[src/rtl/mul_div_unit.sv]
// Iterative 32x32 multiply / divide unit with HI/LO result registers, 32-cycle fixed latency.
// Define MUL_DIV_UNIT_SIGNED_EN to enable signed MULT/DIV (op[1]=1); otherwise op[1] is ignored.
module mul_div_unit (
    input  logic        clk,
    input  logic        reset,
    input  logic        start,
    input  logic [1:0]  op,
    input  logic [31:0] a,
    input  logic [31:0] b,
    output logic        busy,
    output logic        done,
    output logic [31:0] hi,
    output logic [31:0] lo,
    output logic        divzero
);

    typedef enum logic [1:0] {StIdle, StRun, StDone} state_e;

    state_e      state_q, state_d;
    logic [4:0]  cnt_q, cnt_d;
    logic [63:0] work_q, work_d;
    logic [31:0] opnd_q, opnd_d;
    logic        is_div_q, is_div_d;
    logic        dz_q, dz_d;
    logic [31:0] hi_q, hi_d;
    logic [31:0] lo_q, lo_d;
    logic        divzero_q, divzero_d;

    logic        is_div_in;
    logic [31:0] a_mag, b_mag;

    assign is_div_in = op[0];

`ifdef MUL_DIV_UNIT_SIGNED_EN
    logic neg_res_q, neg_res_d;
    logic neg_rem_q, neg_rem_d;
    logic a_neg, b_neg;

    assign a_neg = op[1] & a[31];
    assign b_neg = op[1] & b[31];
    assign a_mag = a_neg ? (~a + 32'd1) : a;
    assign b_mag = b_neg ? (~b + 32'd1) : b;
`else
    logic unused_op1;

    assign unused_op1 = op[1];
    assign a_mag      = a;
    assign b_mag      = b;
`endif

    // One iteration step. Multiply keeps {partial product, multiplier}; divide keeps
    // {partial remainder, dividend/quotient}; opnd_q holds multiplicand or divisor.
    logic [32:0] mul_sum;
    logic [63:0] mul_next;
    logic [32:0] div_shift;
    logic        div_ge;
    logic [31:0] div_sub;
    logic [63:0] div_next;
    logic [63:0] step;

    always_comb begin
        mul_sum   = {1'b0, work_q[63:32]} + (work_q[0] ? {1'b0, opnd_q} : 33'd0);
        mul_next  = {mul_sum, work_q[31:1]};
        div_shift = {work_q[63:32], work_q[31]};
        div_ge    = div_shift >= {1'b0, opnd_q};
        div_sub   = div_shift[31:0] - opnd_q;
        div_next  = {(div_ge ? div_sub : div_shift[31:0]), work_q[30:0], div_ge};
        step      = is_div_q ? div_next : mul_next;
    end

    // Final result from the last step; sign correction only in the signed build.
    logic [31:0] res_hi, res_lo;

    always_comb begin
        res_hi = step[63:32];
        res_lo = step[31:0];
`ifdef MUL_DIV_UNIT_SIGNED_EN
        if (is_div_q) begin
            if (neg_res_q) res_lo = ~step[31:0] + 32'd1;
            if (neg_rem_q) res_hi = ~step[63:32] + 32'd1;
        end else if (neg_res_q) begin
            {res_hi, res_lo} = ~step + 64'd1;
        end
`endif
        // Divide by zero: remainder already equals the dividend, quotient is forced.
        if (dz_q) res_lo = 32'hFFFF_FFFF;
    end

    always_comb begin
        state_d   = state_q;
        cnt_d     = cnt_q;
        work_d    = work_q;
        opnd_d    = opnd_q;
        is_div_d  = is_div_q;
        dz_d      = dz_q;
        hi_d      = hi_q;
        lo_d      = lo_q;
        divzero_d = divzero_q;
`ifdef MUL_DIV_UNIT_SIGNED_EN
        neg_res_d = neg_res_q;
        neg_rem_d = neg_rem_q;
`endif
        unique case (state_q)
            StIdle: begin
                if (start) begin
                    state_d  = StRun;
                    cnt_d    = 5'd0;
                    is_div_d = is_div_in;
                    dz_d     = is_div_in & (b == 32'd0);
                    opnd_d   = is_div_in ? b_mag : a_mag;
                    work_d   = {32'd0, (is_div_in ? a_mag : b_mag)};
`ifdef MUL_DIV_UNIT_SIGNED_EN
                    neg_res_d = a_neg ^ b_neg;
                    neg_rem_d = a_neg;
`endif
                end
            end
            StRun: begin
                work_d = step;
                cnt_d  = cnt_q + 5'd1;
                if (cnt_q == 5'd31) begin
                    state_d   = StDone;
                    hi_d      = res_hi;
                    lo_d      = res_lo;
                    divzero_d = dz_q;
                end
            end
            StDone: state_d = StIdle;
            default: state_d = StIdle;
        endcase
    end

    always_ff @(posedge clk or negedge reset) begin
        if (!reset) begin
            state_q   <= StIdle;
            cnt_q     <= 5'd0;
            work_q    <= 64'd0;
            opnd_q    <= 32'd0;
            is_div_q  <= 1'b0;
            dz_q      <= 1'b0;
            hi_q      <= 32'd0;
            lo_q      <= 32'd0;
            divzero_q <= 1'b0;
`ifdef MUL_DIV_UNIT_SIGNED_EN
            neg_res_q <= 1'b0;
            neg_rem_q <= 1'b0;
`endif
        end else begin
            state_q   <= state_d;
            cnt_q     <= cnt_d;
            work_q    <= work_d;
            opnd_q    <= opnd_d;
            is_div_q  <= is_div_d;
            dz_q      <= dz_d;
            hi_q      <= hi_d;
            lo_q      <= lo_d;
            divzero_q <= divzero_d;
`ifdef MUL_DIV_UNIT_SIGNED_EN
            neg_res_q <= neg_res_d;
            neg_rem_q <= neg_rem_d;
`endif
        end
    end

    assign busy    = (state_q != StIdle);
    assign done    = (state_q == StDone);
    assign hi      = hi_q;
    assign lo      = lo_q;
    assign divzero = divzero_q;

endmodule

[config.mk]
export PLATFORM = sky130hd
export DESIGN_NAME = mul_div_unit
export DESIGN_NICKNAME = d
export VERILOG_FILES = /design/src/rtl/mul_div_unit.sv
export SDC_FILE = /design/constraint.sdc
export NUM_CORES = 1
export LEC_CHECK = 0
export ABC_CLOCK_PERIOD_IN_PS = 3700
export BUFFER_PORTS_ARGS = -buffer_cell sky130_fd_sc_hd__buf_2
export CAP_MARGIN = 25
export CORE_ASPECT_RATIO = 0.9
export CORE_MARGIN = 3
export CORE_UTILIZATION = 31
export DETAILED_ROUTE_END_ITERATION = 7
export HOLD_SLACK_MARGIN = 0.12
export PLACE_DENSITY_LB_ADDON = 0.1
export SLEW_MARGIN = 10
export SYNTH_ARGS = -nofsm -noshare
export SYNTH_HDL_FRONTEND = slang
export SYNTH_SLANG_ARGS = --single-unit
[constraint.sdc]
create_clock -name clk -period 3.7 [get_ports clk]
set_input_delay 0.74 -clock clk [delete_from_list [all_inputs] [get_ports clk]]
set_output_delay 0.74 -clock clk [all_outputs]
set_load 0.1 [all_outputs]
==> results of run 1 <==
-- area by class of cell --
type,count,area [um^2]
flip-flops and latches,170,4260
inverters,46,173
well taps,483,604
clock inverters,14,186
clock buffers,17,425
repair buffers,223,1460
multi-input cells,1054,7200
fillers,3871,23300
-- Yosys cell counts, types with 8 or more instances --
cell type and n:
dfrtp_1 170, nor2_1 127, nand2_1 124, mux2i_1 116
a21oi_1 111, o21ai_0 92, clkbuf_1 74, ha_1 66
inv_1 45, a31oi_1 40, nand3_1 38, and2_1 37
a21o_1 35, o221ai_1 34, xnor2_1 26, xor2_1 23
mux2_2 20, nand4_1 15, a211oi_1 14, nor4_1 11
o2bb2ai_1 11, o31ai_1 11, nor2b_1 8, o21a_1 8
-- stage by stage --
stage	hold WS (ns)	cells	instance area (um^2)
finish	0.341	2007	14300
global route	0.375	2007	14300
CTS	0.353	2007	14300
detailed placement	0.470	1976	13600
global placement	0.463	1975	13600
floorplan	0.444	1356	11900
-- worst paths after layout --
path                                       startpoint                    end  cells after the start  slack, ns
min in group clk                    hi[8]$_DFFE_PN0P_      hi[8]$_DFFE_PN0P_                      2       0.48
worst max-delay path            work_q[0]$_DFFE_PN0P_     hi[31]$_DFFE_PN0P_                     12       0.25
max in group asynchronous                       reset  work_q[8]$_DFFE_PN0P_                      2       2.55
worst min register to register      hi[8]$_DFFE_PN0P_      hi[8]$_DFFE_PN0P_                      2       0.48
worst max register to register  work_q[0]$_DFFE_PN0P_     hi[31]$_DFFE_PN0P_                     12       0.25
worst min-delay path                            reset     hi[11]$_DFFE_PN0P_                      1       0.34
-- per-layer routing --
metal	vias up	share of wire
met5	-	0
met4	0	0.011
met3	24	0.034
met2	214	0.46
met1	5140	0.50
li1	5241	-
-- sequential cells by signal, indices dropped and copies added (netlist names) --
signal / cells
work_q: 64
dz_q: 1
cnt_q: 5
is_div_q: 1
divzero: 1
state_q: 2
opnd_q: 32
lo: 32
hi: 32
-- cell families (layout without fill, tap and decap cells) --
kind of cell | count (synthesis) | after routing | share of synthesized area
and+or+nand+nor | 393 | 393 | 0.152
AOI/OAI and AO/OA | 404 | 404 | 0.218
adders and majority gates | 68 | 68 | 0.0726
buffers and inverters | 132 | 300 | 0.0451
muxes | 140 | 140 | 0.120
xor gates and xnor gates | 49 | 49 | 0.0360
DFF | 170 | 170 | 0.356
==> impl_metrics.json, run 1 <==
{
  "busiest_layer": "met2",
  "grt_use_met1": 0.290,
  "worstHoldPathType": "in -> async",
  "syn_nets": 1493,
  "setup_tns_ns": 0,
  "grt_overflow": 0,
  "synth_edf_count": 0,
  "path_cells": "and2_1, ha_1, fa_1, a211oi_2, o211ai_1, nand3_1, a21oi_2, o21ai_1, o221ai_1, a311oi_1, a41oi_1, mux2_2",
  "h-tree-depth": 4,
  "final_common_cell": "dfrtp_1",
  "synth_cell_types": 72,
  "cts_setup_buffers": 0,
  "slew-limit-headroom": 0.437,
  "synthFlopType": "dfrtp_1",
  "finalCritPeriodShare": 0.933,
  "nNetsFinal": 1649,
  "async_flop_share": 1.00,
  "diodes": 0,
  "synthTopCellsByArea": "dfrtp_1 (36%), mux2i_1 (9.7%), ha_1 (6.9%)",
  "crit_required_ns": 4.04,
  "cts_tree": "done",
  "first_pass_iters": 7,
  "worstSetupStartpointType": "flop",
  "rows": 67,
  "core-area_um2": 37600,
  "antenna_found_initial": 0,
  "final_layout_size_suffix_gt1_frac": 0.200,
  "synth.top_cell.area_share": 0.356,
  "viasPerCell": 5.29,
  "cp_slowest_cell": "fa_1",
  "die_y_um": 192,
  "place_ws_ns": 0.0346,
  "cts_inserted_buffers": 17,
  "cts-root-buf": "clkbuf_16",
  "vias": 10600,
  "period_needed_ns": 3.45,
  "initial_core_util": 0.317,
  "cts.sinks": 170,
  "worst_pin_slew_ns": 0.844,
  "endpoint_kind": "flop",
  "grt_max_degree": 81,
  "crit_path_max_fanout": 3,
  "outcome": "complete, no violations",
  "mostFrequentLayoutCells": "dfrtp_1 (169), buf_2 (132), nor2_1 (125)",
  "syn_area_per_cell_um2": 8.80,
  "critPathBufInv": 0,
  "finalMaxSlewViolations": 0,
  "fmax_mhz": 290,
  "die_area_um2": 40900,
  "synth_seq_cells": 170,
  "first_global_vias": 10500,
  "skew_ns": 0.0109,
  "synth_seq_area_share": 0.356,
  "rsz0062_at_grt": "no",
  "dieWidth_um": 213,
  "crit_type": "reg -> reg",
  "ios": 136,
  "grt_usage": 0.198,
  "syn2layout_area_growth_pct": 19.8,
  "met2_usage": 0.313,
  "synth_area_um2": 11900,
  "hold_viol_final": 0,
  "max_cap_viol_count": 0,
  "syn_inst": 1356,
  "place_congestion": 0.883,
  "grt_pass1_wl_mm": 62.9,
  "final-setup-viol-count": 0,
  "fin_util": 0.380,
  "setup_ws_ns": 0.247,
  "clk_latency_ns": 0.46,
  "drtAntennaViolNets": 0,
  "synth_top_area_cell": "dfrtp_1",
  "drt-initial-drc-count": 689,
  "use_met3": 0.0274,
  "path_delay_family": "compound AO/OA/AOI/OAI gates",
  "clk_path_buf_depth": 2,
  "yosys_warnings": 0,
  "post_cts_resized": 1,
  "routed_wl_mm": 40.3,
  "dpl.hpwl_mm": 30.4,
  "routedWlPerCell_um": 20.1,
  "io_buffers": 134,
  "max_stage_delay_ns": 0.46,
  "drc": 0,
  "clk_pin_slew_ns": 0.07,
  "crit_arrival_ns": 3.79,
  "cts_hold_buf": 0
}
Power of run 1 is not shown: default switching activity piles up to over one toggle a cycle in this logic, so the estimate is an artifact.
==> run 2, diff against run 1 <==
- BUFFER_PORTS_ARGS: -buffer_cell sky130_fd_sc_hd__buf_2 -> -buffer_cell sky130_fd_sc_hd__buf_4
- CTS_CLUSTER_SIZE: default -> 25
- SKIP_CTS_REPAIR_TIMING: default -> 1
==> run 2 against run 1 <==
- non-clock buffer count is 9 lower
- wire length is 0.97% lower
- global-route usage is 0.097 points lower
- critical path depth is 1 higher
- first-iteration DRC count is 15% higher
- worst hold slack worse by 0.033 ns
- register-to-register slack worse by 0.06 ns
- clock skew is 0.00060 ns lower
- cell count is 0.40% lower
- die area stayed put
==> impl_metrics.json, run 2 (synthesized netlist as in run 1, its figures left out) <==
{
  "whs_ns": 0.307,
  "rsz0062_at_grt": "no",
  "die_y_um": 192,
  "io_buffers": 134,
  "cts_tree": "done",
  "drt-initial-drc-count": 791,
  "setup_tns_ns": 0,
  "clk_path_buf_depth": 2,
  "path_cells": "inv_1, ha_1, a21o_1, a311oi_1, o21ai_0, a21o_1, a31oi_1, nand2b_2, buf_12, and2_1, a211oi_1, buf_4, o21ai_0",
  "initial_core_util": 0.317,
  "grt_overflow": 0,
  "fmax_mhz": 285,
  "grt_usage": 0.197,
  "h-tree-depth": 4,
  "cp_slowest_cell": "dfrtp_1",
  "first_pass_iters": 5,
  "rows": 67,
  "first_global_vias": 10600,
  "mostFrequentLayoutCells": "buf_4 (207), dfrtp_1 (169), nor2_1 (126)",
  "ios": 136,
  "finalCritPeriodShare": 0.948,
  "crit_type": "reg -> reg",
  "slew-limit-headroom": 0.394,
  "max_cap_viol_count": 0,
  "largest-register": "work_q",
  "vias": 10600,
  "cp-endpoint": "work_q[61]$_DFFE_PN0P_",
  "cts.sinks": 170,
  "fin_util": 0.387,
  "routedWlPerCell_um": 20.0,
  "crit_arrival_ns": 3.83,
  "cp.depth": 13,
  "ff2ff_path_depth": 13,
  "cts-root-buf": "clkbuf_16",
  "outcome": "complete, no violations",
  "finalMaxSlewViolations": 0,
  "viasPerCell": 5.32,
  "largest_reg_flops": 64,
  "dpl.hpwl_mm": 30.5,
  "routed_wl_mm": 39.9,
  "skew_ns": 0.0103,
  "worstHoldPathType": "in -> async",
  "r2r_setup_slack_ns": 0.19,
  "final_layout_size_suffix_gt1_frac": 0.191,
  "diodes": 0,
  "final_common_cell": "buf_4",
  "grt_max_degree": 85,
  "crit_start": "opnd_q[18]$_DFFE_PN0P_",
  "drtAntennaViolNets": 0,
  "final-setup-viol-count": 0,
  "clk_latency_ns": 0.46,
  "antenna_found_initial": 0,
  "hold_viol_final": 0,
  "path_delay_family": "compound AO/OA/AOI/OAI gates",
  "critPathBufInv": 3,
  "endpoint_kind": "flop",
  "nNetsFinal": 1640,
  "clk_pin_slew_ns": 0.07,
  "worstSetupStartpointType": "flop",
  "rr_startpoint": "opnd_q[18]$_DFFE_PN0P_",
  "drc": 0,
  "crit_required_ns": 4.02,
  "syn2layout_area_growth_pct": 21.9,
  "core-area_um2": 37600,
  "cts_inserted_buffers": 17,
  "die_area_um2": 40900,
  "place_congestion": 0.896,
  "crit_path_max_fanout": 13,
  "r2r-end": "work_q[61]$_DFFE_PN0P_",
  "worst_pin_slew_ns": 0.907,
  "max_stage_delay_ns": 0.43,
  "grt_pass1_wl_mm": 62.3,
  "period_needed_ns": 3.51,
  "dieWidth_um": 213
}
## run 2: per-layer routing
metal	up-vias	global-route usage	routed length, um
li1	5238	-	-
met1	5178	0.286	19900
met2	201	0.312	18300
met3	23	0.0291	1180
met4	0	0.0445	530
met5	-	0	0
## run 2: worst min path at each step
stage                        from              endpoint  slack [ns]  cells after the start
2_1_floorplan               reset  cnt_q[0]$_DFFE_PN0P_        0.44                      0
3_3_place_gp   hi[21]$_DFFE_PN0P_    hi[21]$_DFFE_PN0P_        0.47                      2
3_5_place_dp   hi[20]$_DFFE_PN0P_    hi[20]$_DFFE_PN0P_        0.47                      2
4_1_cts                     reset    hi[11]$_DFFE_PN0P_        0.34                      1
5_1_grt                     reset    hi[11]$_DFFE_PN0P_        0.35                      1
6_report                    reset    hi[11]$_DFFE_PN0P_        0.31                      1
## run 2: per-stage QoR
step / instances / cell area [um^2] / setup slack (ns)
2_1_floorplan: 1356 / 11900 / 0.670
3_3_place_gp: 1966 / 13900 / 0.0415
3_5_place_dp: 1967 / 13900 / 0.00219
4_1_cts: 1999 / 14500 / -0.0369
5_1_grt: 1999 / 14600 / 0.00357
6_report: 1999 / 14600 / 0.191
## run 2: final cells by class
| type | count | area (um^2) |
|---|---|---|
| clock buffers | 17 | 425 |
| fillers | 3825 | 23100 |
| well taps | 483 | 604 |
| multi-input cells | 1054 | 7160 |
| flip-flops and latches | 170 | 4260 |
| repair buffers | 214 | 1700 |
| clock inverters | 15 | 240 |
| inverters | 46 | 173 |
Power of run 2 is left out for the same reason.
==> run 3, diff against run 2 <==
- ABC_AREA: default -> 1
==> run 3 against run 2 <==
- wire length up 20%
- cell count up 35%
- non-clock buffer count down 58
- maximum frequency up 16%
- worst setup slack better by 0.48 ns
- die area up 9.1%
- worst hold slack worse by 0.019 ns
- sequential share of layout area down 1.3 points
- cell area up 4.6%
==> impl_metrics.json, run 3 <==
{
  "outcome": "complete, no violations",
  "largest-register": "work_q",
  "clk_path_buf_depth": 2,
  "clk_pin_slew_ns": 0.07,
  "rows": 70,
  "routedWlPerCell_um": 17.7,
  "final-setup-viol-count": 0,
  "initial_core_util": 0.318,
  "finalCritPeriodShare": 0.819,
  "synth_area_um2": 13100,
  "nNetsFinal": 2289,
  "grt_overflow": 0,
  "crit_arrival_ns": 3.38,
  "worstHoldPathType": "in -> async",
  "syn_area_per_cell_um2": 6.35,
  "rsz0062_at_grt": "no",
  "drt-initial-drc-count": 1047,
  "die_area_um2": 44600,
  "synth_cell_types": 43,
  "largest_reg_flops": 64,
  "h-tree-depth": 4,
  "endpoint_kind": "flop",
  "dpl.hpwl_mm": 37.2,
  "fillers": 4552,
  "vias": 13400,
  "cts.sinks": 170,
  "ios": 136,
  "layout.cells.non_filler": 2705,
  "place_congestion": 0.945,
  "synth_edf_count": 0,
  "io_buffers": 134,
  "skew_ns": 0.00958,
  "first_pass_iters": 5,
  "grt_usage": 0.214,
  "cts-root-buf": "clkbuf_16",
  "die_y_um": 201,
  "finalMaxSlewViolations": 0,
  "syn2layout_area_growth_pct": 16.6,
  "fmax_mhz": 330,
  "dieWidth_um": 222,
  "ys_top_cells_by_count": "nand2_1 (801), inv_1 (226), nand3_1 (201)",
  "antenna_found_initial": 0,
  "final_layout_size_suffix_gt1_frac": 0.0984,
  "synth.top_cell.area_share": 0.326,
  "async_flop_share": 1.00,
  "setup_tns_ns": 0,
  "syn_inst": 2057,
  "synth_seq_area_share": 0.326,
  "drtAntennaViolNets": 0,
  "first_global_vias": 12900,
  "mostFrequentLayoutCells": "nand2_1 (800), inv_1 (224), nand3_1 (201)",
  "final_common_cell": "nand2_1",
  "synthFlopType": "dfrtp_1",
  "dp.cells": 2673,
  "regArea_um2": 4260,
  "viasPerCell": 4.94,
  "hold_viol_final": 0,
  "yosys_warnings": 0,
  "synthTopCellsByArea": "dfrtp_1 (33%), nand2_1 (23%), nand3_1 (7.7%)",
  "grt_pass1_wl_mm": 75.0,
  "cts_inserted_buffers": 17,
  "synth_seq_cells": 170,
  "routed_wl_mm": 47.8,
  "max_cap_viol_count": 0,
  "clk_latency_ns": 0.47,
  "slew-limit-headroom": 0.399,
  "grt_max_degree": 95,
  "diodes": 0,
  "crit_path_max_fanout": 15,
  "crit_required_ns": 4.05,
  "worst_pin_slew_ns": 0.901,
  "crit_type": "reg -> reg",
  "cts_tree": "done",
  "synth_top_area_cell": "dfrtp_1",
  "period_needed_ns": 3.03,
  "syn_nets": 2194,
  "drc": 0,
  "multiInputGateArea_um2": 7600,
  "synth.most_common_cell": "nand2_1",
  "worstSetupStartpointType": "flop",
  "core-area_um2": 41100
}
-- run 3: cell types whose count changed after synthesis, moves of 31 or more --
| cell | delta |
|---|---|
| nand2_1 | +677 |
| o21ai_0 | +45 |
| and2_1 | -33 |
| mux2i_1 | -116 |
| o221ai_1 | -33 |
| nand3_1 | +163 |
| a21o_1 | -31 |
| a31oi_1 | -40 |
| inv_1 | +181 |
| a21oi_1 | -42 |
-- run 3: through the flow --
stage,utilization,hold slack [ns],setup slack (ns),area [um^2]
2_1_floorplan,-,0.444,1.32,13100
5_1_grt,0.370,0.345,0.432,15200
3_5_place_dp,0.356,0.467,0.728,14600
6_report,0.370,0.288,0.671,15200
4_1_cts,0.370,0.328,0.706,15200
3_3_place_gp,0.356,0.466,0.707,14600
-- run 3: final cells by class --
| class | count | area share |
|---|---|---|
| multi-input cells | 1575 | 0.499 |
| flip-flops and latches | 170 | 0.280 |
| repair buffers | 156 | 0.0812 |
| inverters | 232 | 0.0572 |
| well taps | 540 | 0.0444 |
| clock buffers | 23 | 0.0308 |
| clock inverters | 9 | 0.00756 |
-- run 3: kinds of logic (layout without fill, tap and decap cells) --
group | count (synthesis) | after routing | synth area share
AO/OA/AOI/OAI | 264 | 264 | 0.113
XOR/XNOR | 26 | 26 | 0.0174
adder cells (fa/ha/maj) | 68 | 68 | 0.0663
buffers and inverters | 312 | 420 | 0.0932
flip-flops | 170 | 170 | 0.326
AND/OR/NAND/NOR | 1217 | 1217 | 0.384
-- run 3: routing by layer --
| metal | global-route usage | part of all wire | wire length, um | vias to the layer above |
|---|---|---|---|---|
| li1 | - | - | - | 6765 |
| met1 | 0.313 | 0.49 | 23600 | 6247 |
| met2 | 0.336 | 0.45 | 21400 | 326 |
| met3 | 0.0386 | 0.051 | 2450 | 25 |
| met4 | 0.0352 | 0.0085 | 409 | 0 |
| met5 | 0 | 0 | 0 | - |
-- run 3: final timing paths --
| check | start | end | slack [ns] | depth (start not counted) |
|---|---|---|---|---|
| worst max-delay path | work_q[45]$_DFFE_PN0P_ | hi[0]$_DFFE_PN0P_ | 0.67 | 15 |
| worst min-delay path | reset | work_q[59]$_DFFE_PN0P_ | 0.29 | 1 |
| worst max register to register | work_q[45]$_DFFE_PN0P_ | hi[0]$_DFFE_PN0P_ | 0.67 | 15 |
| worst min register to register | hi[0]$_DFFE_PN0P_ | hi[0]$_DFFE_PN0P_ | 0.48 | 2 |
| max in group asynchronous | reset | lo[1]$_DFFE_PN0P_ | 2.45 | 2 |
| min in group clk | hi[0]$_DFFE_PN0P_ | hi[0]$_DFFE_PN0P_ | 0.48 | 2 |
-- run 3: worst max-delay path, stage by stage (launching register included) --
cell	delay, ns
dfrtp_1	0.45
ha_1	0.40
nand2_1	0.11
nor2_1	0.28
nand2_1	0.19
nor2_1	0.18
nand2_1	0.10
nand2_2	0.09
nor2_4	0.06
nand2_8	0.13
nor2_1	0.11
buf_4	0.18
nand2_1	0.13
nand3_1	0.28
nand2_1	0.15
nand2_1	0.07
Power of run 3 is left out for the same reason.
